<file path="src/rtl/mult_arb_pkg.sv">
// rtl/mult_arb_pkg.sv - shared state encoding and channel ids for the two-channel multiplier arbiter
package mult_arb_pkg;

  typedef enum logic [1:0] {
    ARB_IDLE = 2'd0,
    ARB_RUN  = 2'd1,
    ARB_RESP = 2'd2
  } arb_state_t;

  localparam logic CH0 = 1'b0;
  localparam logic CH1 = 1'b1;

endpackage

</file>
<file path="src/rtl/mult_shift_add_core.sv">
// rtl/mult_shift_add_core.sv - shift-add multiplier core, OP_W iterations per product
module mult_shift_add_core
  import mult_arb_pkg::*;
#(
  parameter int OP_W = 4
) (
  input  logic              clk_i,
  input  logic              rst_i,
  input  logic              start_i,
  input  logic [OP_W-1:0]   a_i,
  input  logic [OP_W-1:0]   b_i,
  output logic [2*OP_W-1:0] y_o,
  output logic              done_o
);

  localparam int CNT_W = $clog2(OP_W) + 1;
  localparam logic [CNT_W-1:0] LAST_ITER = CNT_W'(OP_W - 1);

  logic [2*OP_W-1:0] a_q;
  logic [2*OP_W-1:0] acc_q;
  logic [OP_W-1:0]   b_q;
  logic [CNT_W-1:0]  cnt_q;
  logic              run_q;

  always_ff @(posedge clk_i or posedge rst_i) begin
    if (rst_i) begin
      a_q   <= '0;
      b_q   <= '0;
      acc_q <= '0;
      cnt_q <= '0;
      run_q <= 1'b0;
    end else if (start_i) begin
      a_q   <= {{OP_W{1'b0}}, a_i};
      b_q   <= b_i;
      acc_q <= '0;
      cnt_q <= '0;
      run_q <= 1'b1;
    end else if (run_q) begin
      if (b_q[0]) begin
        acc_q <= acc_q + a_q;
      end
      a_q   <= a_q << 1;
      b_q   <= b_q >> 1;
      cnt_q <= cnt_q + 1'b1;
      if (cnt_q == LAST_ITER) begin
        run_q <= 1'b0;
      end
    end
  end

  // High during the final iteration cycle so the owner can switch state on the same edge the product lands.
  assign done_o = run_q && (cnt_q == LAST_ITER);
  assign y_o    = acc_q;

endmodule

</file>
<file path="src/rtl/mult_arb_2ch.sv">
// rtl/mult_arb_2ch.sv - two-channel arbiter for a shared multiplier; MULT_ARB_RR_EN selects round-robin
module mult_arb_2ch
  import mult_arb_pkg::*;
#(
  parameter int OP_W = 4
) (
  input  logic              clk_i,
  input  logic              rst_i,
  input  logic              req0_valid_i,
  output logic              req0_ready_o,
  input  logic [OP_W-1:0]   req0_a_i,
  input  logic [OP_W-1:0]   req0_b_i,
  input  logic              req1_valid_i,
  output logic              req1_ready_o,
  input  logic [OP_W-1:0]   req1_a_i,
  input  logic [OP_W-1:0]   req1_b_i,
  output logic              resp0_valid_o,
  input  logic              resp0_ready_i,
  output logic              resp1_valid_o,
  input  logic              resp1_ready_i,
  output logic [2*OP_W-1:0] y_o,
  output logic              busy_o,
  output logic [1:0]        fsm_state_o
);

  arb_state_t      state_q;
  logic            ch_q;
  logic            resp0_q;
  logic            resp1_q;
  logic            gnt0;
  logic            gnt1;
  logic            accept;
  logic            core_done;
  logic [OP_W-1:0] core_a;
  logic [OP_W-1:0] core_b;

`ifdef MULT_ARB_RR_EN
  logic last_q;

  assign gnt0 = req0_valid_i && (!req1_valid_i || last_q == CH1);
  assign gnt1 = req1_valid_i && (!req0_valid_i || last_q == CH0);

  always_ff @(posedge clk_i or posedge rst_i) begin
    if (rst_i) begin
      last_q <= CH1;
    end else if (accept) begin
      last_q <= gnt1 ? CH1 : CH0;
    end
  end
`else
  assign gnt0 = req0_valid_i;
  assign gnt1 = req1_valid_i && !req0_valid_i;
`endif

  // Readies are masked during reset so no request can be accepted while the core is held cleared.
  assign req0_ready_o = !rst_i && (state_q == ARB_IDLE) && gnt0;
  assign req1_ready_o = !rst_i && (state_q == ARB_IDLE) && gnt1;
  assign accept       = req0_ready_o || req1_ready_o;
  assign core_a       = gnt1 ? req1_a_i : req0_a_i;
  assign core_b       = gnt1 ? req1_b_i : req0_b_i;

  mult_shift_add_core #(
    .OP_W (OP_W)
  ) u_core (
    .clk_i   (clk_i),
    .rst_i   (rst_i),
    .start_i (accept),
    .a_i     (core_a),
    .b_i     (core_b),
    .y_o     (y_o),
    .done_o  (core_done)
  );

  always_ff @(posedge clk_i or posedge rst_i) begin
    if (rst_i) begin
      state_q <= ARB_IDLE;
      ch_q    <= CH0;
      resp0_q <= 1'b0;
      resp1_q <= 1'b0;
    end else begin
      case (state_q)
        ARB_IDLE: begin
          if (accept) begin
            ch_q    <= gnt1 ? CH1 : CH0;
            state_q <= ARB_RUN;
          end
        end
        ARB_RUN: begin
          if (core_done) begin
            state_q <= ARB_RESP;
            resp0_q <= (ch_q == CH0);
            resp1_q <= (ch_q == CH1);
          end
        end
        ARB_RESP: begin
          if ((ch_q == CH0) ? resp0_ready_i : resp1_ready_i) begin
            state_q <= ARB_IDLE;
            resp0_q <= 1'b0;
            resp1_q <= 1'b0;
          end
        end
        default: state_q <= ARB_IDLE;
      endcase
    end
  end

  assign resp0_valid_o = resp0_q;
  assign resp1_valid_o = resp1_q;
  assign busy_o        = (state_q != ARB_IDLE);
  assign fsm_state_o   = state_q;

endmodule

</file>
<file path="config.mk">
export PLATFORM = sky130hd
export DESIGN_NAME = mult_arb_2ch
export DESIGN_NICKNAME = d
export VERILOG_FILES = /design/src/rtl/mult_arb_pkg.sv /design/src/rtl/mult_shift_add_core.sv /design/src/rtl/mult_arb_2ch.sv
export SDC_FILE = /design/constraint.sdc
export NUM_CORES = 1
export LEC_CHECK = 0
export CAP_MARGIN = 20
export CORE_MARGIN = 3
export CORE_UTILIZATION = 45
export CTS_CLUSTER_SIZE = 8
export DETAILED_ROUTE_END_ITERATION = 16
export GPL_TIMING_DRIVEN = 0
export PLACE_DENSITY = 0.73
export RECOVER_POWER = 25
export SYNTH_ARGS = -nofsm -noshare
export SYNTH_HDL_FRONTEND = slang
export SYNTH_SLANG_ARGS = --single-unit
</file>
<file path="constraint.sdc">
create_clock -name clk_i -period 2 [get_ports clk_i]
set_input_delay 0.2 -clock clk_i [delete_from_list [all_inputs] [get_ports clk_i]]
set_output_delay 0.2 -clock clk_i [all_outputs]
set_load 0.05 [all_outputs]
</file>
Yosys cells after proc, flatten, opt, wreduce, memory -nomap -nowiden
Cells that the tools add are included.
{"block": "op_classes", "add_sub_neg": 2, "n_eq_ne": 6, "n_mux": 25, "bitwise_logic": 1, "reduce_logical": 17}
{"operator": "8-bit two-way mux", "n": 5}
{"operator": "4-bit two-way mux", "n": 4}
{"operator": "8-bit adder", "n": 1}
{"operator": "1-bit two-way mux", "n": 8}
{"operator": "2-bit nonzero test", "n": 4}
{"operator": "2-bit two-way mux", "n": 3}
{"operator": "3-bit two-way mux", "n": 2}
{"operator": "2-bit != test, second input constant", "n": 3}
{"operator": "2-bit case mux with 3 select lines", "n": 1}
{"operator": "3-bit AND reduction", "n": 2}
{"operator": "1-bit logical AND", "n": 5}
{"operator": "1-bit case mux with 2 select lines", "n": 2}
{"operator": "2-bit AND reduction", "n": 2}
{"operator": "3-bit by 1-bit adder with 3-bit output, second input constant", "n": 1}
{"operator": "3-bit by 2-bit equality test with 1-bit output, second input constant", "n": 1}
{"operator": "2-bit by 1-bit equality test with 1-bit output, second input constant", "n": 1}
{"operator": "2-bit equality test, second input constant", "n": 1}
{"operator": "1-bit logical NOT", "n": 2}
{"operator": "2-bit logical NOT", "n": 1}
{"operator": "1-bit logical OR", "n": 1}
{"operator": "1-bit inverter", "n": 1}
{"block": "totals", "reg_bits": 29, "word_cells": 60}

Longest topological paths before layout
{"block": "depth", "word_depth": 6, "depth_mapped": 7, "mapped_depth_nobuf": 7}

Modules after synthesis
Synthesis repeated with hierarchy kept, for this count alone.
{"block": "unflattened", "cells_unflattened": 177, "hier_area_um2": 1736.7}
{"module": "mult_shift_add_core", "n_inst": 1, "cells_per_inst": 136, "area_each_um2": 1348.8, "seq_area_each_um2": 600.6}
{"module": "mult_arb_2ch", "n_inst": 1, "cells_per_inst": 41, "area_each_um2": 387.9, "seq_area_each_um2": 125.1}

Worst setup path before layout
No wires, ideal clock.
{"block": "synth_path", "kind": "reg-to-reg", "from": "register u_core.acc_q[0] (netlist: u_core.y_o[0])", "to": "register u_core.acc_q[6] (netlist: u_core.y_o[6])", "setup_time_ns": 0.128, "arrival_time_ns": 2.017, "required_time_ns": 1.872, "slack_ns": -0.145, "path_stages_with_launch": 8, "cell_sequence": "dfrtp_1 ha_1 fa_1 a21o_1 a21oi_1 o21ai_0 mux2i_1 nand3_1"}
{"block": "synth_via", "elab_chain_len": 4}
{"element": "start, declared", "line_no": "mult_shift_add_core.sv:20", "text": "logic [2*OP_W-1:0] acc_q;"}
{"element": "start signal, assigned", "line_no": "mult_shift_add_core.sv:40", "text": "acc_q <= acc_q + a_q;"}
{"element": "8-bit adder", "line_no": "mult_shift_add_core.sv:40"}
{"element": "8-bit two-way mux", "line_no": "mult_shift_add_core.sv:39", "text": "if (b_q[0]) begin"}
{"element": "8-bit two-way mux", "line_no": "mult_shift_add_core.sv:38", "text": "end else if (run_q) begin"}
{"element": "8-bit two-way mux", "line_no": "mult_shift_add_core.sv:32", "text": "end else if (start_i) begin"}
No other way between the ends. The select of a mux whose other input is x is not followed.
A chain may end at the register's enable or synchronous reset.

Worst setup path after layout
{"block": "layout_path", "from": "input rst_i", "to": "output req0_ready_o"}
{"block": "layout_via", "elab_chain_len": 3}
{"element": "start, declared", "line_no": "mult_arb_2ch.sv:8", "text": "input logic rst_i,"}
{"element": "1-bit logical NOT (no source line)"}
{"element": "1-bit logical AND (2 in series)", "line_no": "mult_arb_2ch.sv:56", "text": "assign req0_ready_o = !rst_i && (state_q == ARB_IDLE) && gnt0;"}
{"element": "end, declared", "line_no": "mult_arb_2ch.sv:10", "text": "output logic req0_ready_o,"}
No other way between the ends.

==> impl_results.md <==
- Outcome: complete, no violations
- Yosys top cell by area: dfrtp_1
- Via/cell ratio: 5.556
- Combinational power share: between 50% and 60%
- Share of cells above drive strength 1: 11.26%
- Crit path arrival time: about 1.7 ns
- GR Util All Layers: between 20% and 30%
- Placed insts: 267
- Remaining antenna violation count: 0
- Final Hold Fails: 0
- Crit path max fanout: 7
- Slew margin rel.: around 64%
- Post-synthesis average cell area: approximately 9.4 sq um
- Setup Slack @ Placement: -0.3612 ns
- Crit start category: input port
- Total Power: 3.625 mW
- Max Cap Viol: 0
- DRT iter0 DRCs: just under 100
- Fmax: about 540 MHz
- Most frequent cells after synthesis: 29 x dfrtp_1, 23 x nor2_1, 20 x nand2_1, 17 x a21oi_1, 14 x mux2i_1
- Critical Setup Path Class: in2out
- Largest net degree at the start of global routing: 30
- Die area: approximately 4600 sq um
- Final worst slack: about 0.15 ns
- Post-synth top area share: a little over two fifths
- Switching Power: 1.696 mW
- Synth Register Bits: 29
- CTS tree: done
- # IOs: 37
- Worst-path clk slew: approximately 0.060 ns
- Maximum vdd drop: 0.0006144 V
- Largest delay share family, worst path: buffers and inverters
- # rows: 21
- Data required, critical path: approximately 1.8 ns
- Clk buf depth: 2
- Total gr overflow: 0
- Root buf cell: clkbuf_8
- Mapped Cells: around 190
- Die width: a little under 70 um
- Routed len/inst: between 10 and 15 um
- Drt pass-1 iters: 4
- CTS buffer count: 5
- Share of flip-flops with an asynchronous set or reset: 100.0%
- Pwr/cell area: 1587 nW/um^2
- Share of power burned in registers: 29.7%
- Mapped Nets: approximately 220
- CTS Sinks: 29
- Crit-path cells: dlygate4sd3_1 > nor3_4 > nand2_1 > inv_2 > clkdlybuf4s18_2
- CORE AREA: ~3500 sq um
- Switching Fraction: between 40% and 50%
- Post-Syn Area: 1735 sq um
- Primary FF master, synth: dfrtp_1
- Post-route DRC: 0
- Final setup violation count: 0
- Antenna violations before repair: 0
- Slowest-stage cell, CP: dlygate4sd3_1
- First-pass GRT wire length: roughly 7000 um
- Hpwl dp: a little over 3000 um
- Clock skew: 0.006857 ns
- Top-count cell post-synth: dfrtp_1
- Netlist cell types: 38
- Post-synth EDFFs: 0
- Synth Warn #: 0
- Vias in the first global route: roughly 1600
- Ranking of synthesized cells by area: dfrtp_1 42%, mux2i_1 8.1%, ha_1 6.5%
- Initial Utilization: between 40 and 50%
- Final wirelength: 4067 um
- Total negative setup slack: 0 ns
- Largest stage delay, worst path: 0.59 ns
- Max-slew violation count: 0
- Internal power: slightly below 2 mW
- # fillers: a little over 300
- Vias post-DR: 1539
- CP Capture Type: primary output
- Crit path time final: 1.849 ns
- Slew at the pin closest to its max-slew limit: 0.5382 ns
- Ant diodes: 0
- HP Class: in2async
- RSZ-0062 raised after global routing: false
- Worst hold margin: ~0.46 ns
- H-tree Lvls: 2
- Final Net Count: 262
- Gpl congestion: roughly 0.85
- Crit path buffers/inverters: 3
- Lkg Pwr: about 1.0 nW
- Clock power share: 12.8%
- Port Buf Inserts: 36
- Tcrit/Tclk final: between 90 and 100%
- Chip height: 68.10 um
- Fin cells: about 280
- Register area share after synthesis: 41.82%
- Worst-Skew Late Latency: 0.28 ns
- Syn-to-layout area delta: 31.58%
[worst register-to-register path, stage by stage (launching register included)]
cell      delay, ns
dfrtp_1        0.43
ha_1           0.37
a211oi_4       0.28
nor3_2         0.10
mux2_4         0.31
a21o_1         0.17
a21oi_2        0.12
[flip-flops by register name, indices dropped and copies added (netlist names)]
register / cells
u_core.cnt_q: 3
u_core.run_q: 1
u_core.a_q: 8
ch_q: 1
u_core.b_q: 4
u_core.y_o: 8
resp0_valid_o: 1
fsm_state_o: 2
resp1_valid_o: 1
[final timing paths]
| check | from | end | slack, ns | cells after the start |
|---|---|---|---|---|
| min | rst_i | u_core.cnt_q[0] | 0.46 | 2 |
| max reg2reg | u_core.y_o[1] | u_core.y_o[7] | 0.16 | 6 |
| max in group asynchronous | rst_i | u_core.y_o[0] | 1.06 | 3 |
| min reg2reg | u_core.b_q[3] | u_core.b_q[3] | 0.52 | 1 |
| max | rst_i | req0_ready_o | 0.15 | 5 |
| min in group clk_i | u_core.b_q[3] | u_core.b_q[3] | 0.52 | 1 |
[metal layers]
metal	track usage [%]	vias up	part of all wire, %
li1	-	758	-
met1	24.61	710	43
met2	32.01	58	48
met3	6.568	13	5.2
met4	11.91	0	3.0
met5	0	-	0
[power groups by stage]
stage / Clock [mW] / Sequential, mW / Combinational (mW)
after floorplan: 0 / 1.37 / 1.19
after global placement: 0 / 1.06 / 1.98
after detailed placement: 0 / 1.09 / 2.06
after CTS: 0.479 / 1.08 / 2.07
after global routing: 0.498 / 1.12 / 2.28
final: 0.464 / 1.08 / 2.08
[cell usage in the layout (no fill, tap or decap), types with 2 or more instances in the layout]
master / n
a31oi_1: 6
clkbuf_8: 5
a21oi_1: 16
ha_1: 8
xnor2_1: 3
nor2_1: 23
dfrtp_1: 28
nand4b_1: 3
o21ai_0: 6
inv_1: 3
buf_2: 4
clkbuf_1: 5
nand3_1: 5
nor2b_1: 3
mux2i_1: 14
a211oi_1: 3
o21ai_1: 6
a21oi_2: 2
and2_1: 2
clkdlybuf4s50_1: 32
a21o_1: 4
nand2_1: 20
a22o_1: 4
[per-stage QoR]
| step | util (%) | area, sq um |
|---|---|---|
| 6_report | 64.85 | 2283 |
| 5_1_grt | 64.85 | 2283 |
| 4_1_cts | 63.68 | 2242 |
| 3_5_place_dp | 61.27 | 2157 |
| 3_3_place_gp | 61.27 | 2157 |
| 2_1_floorplan | - | 1739 |
[area by class of cell]
| class | count | area (sq um) | area share, % |
|---|---|---|---|
| multi-input cells | 145 | 972.2 | 42.58 |
| flip-flops and latches | 29 | 726.9 | 31.84 |
| repair buffers | 38 | 399.1 | 17.48 |
| clock buffers | 8 | 80.08 | 3.507 |
| well taps | 46 | 57.56 | 2.521 |
| plain buffers | 7 | 32.53 | 1.425 |
| inverters | 4 | 15.01 | 0.6575 |
[what timing repair did]
item | CTS | global route
setup buffers | 0 | 1
setup endpoints to repair | 3 | 3
pin swaps | 1 | 1
resized for setup | 8 | 5
hold endpoints to repair | 0 | 0
hold buffers | 0 | 0
[kinds of logic (layout without fill, tap and decap cells)]
group	after synthesis	after routing	synth area share (%)
buffers and inverters	11	57	2.667
and+or+nand+nor	64	64	17.88
muxes	15	15	8.940
xor gates and xnor gates	3	3	1.514
AOI/OAI and AO/OA	53	53	19.54
DFF	29	29	41.82
adders and majority gates	10	10	7.643
Note: power is estimated with default switching activity, not from simulation.
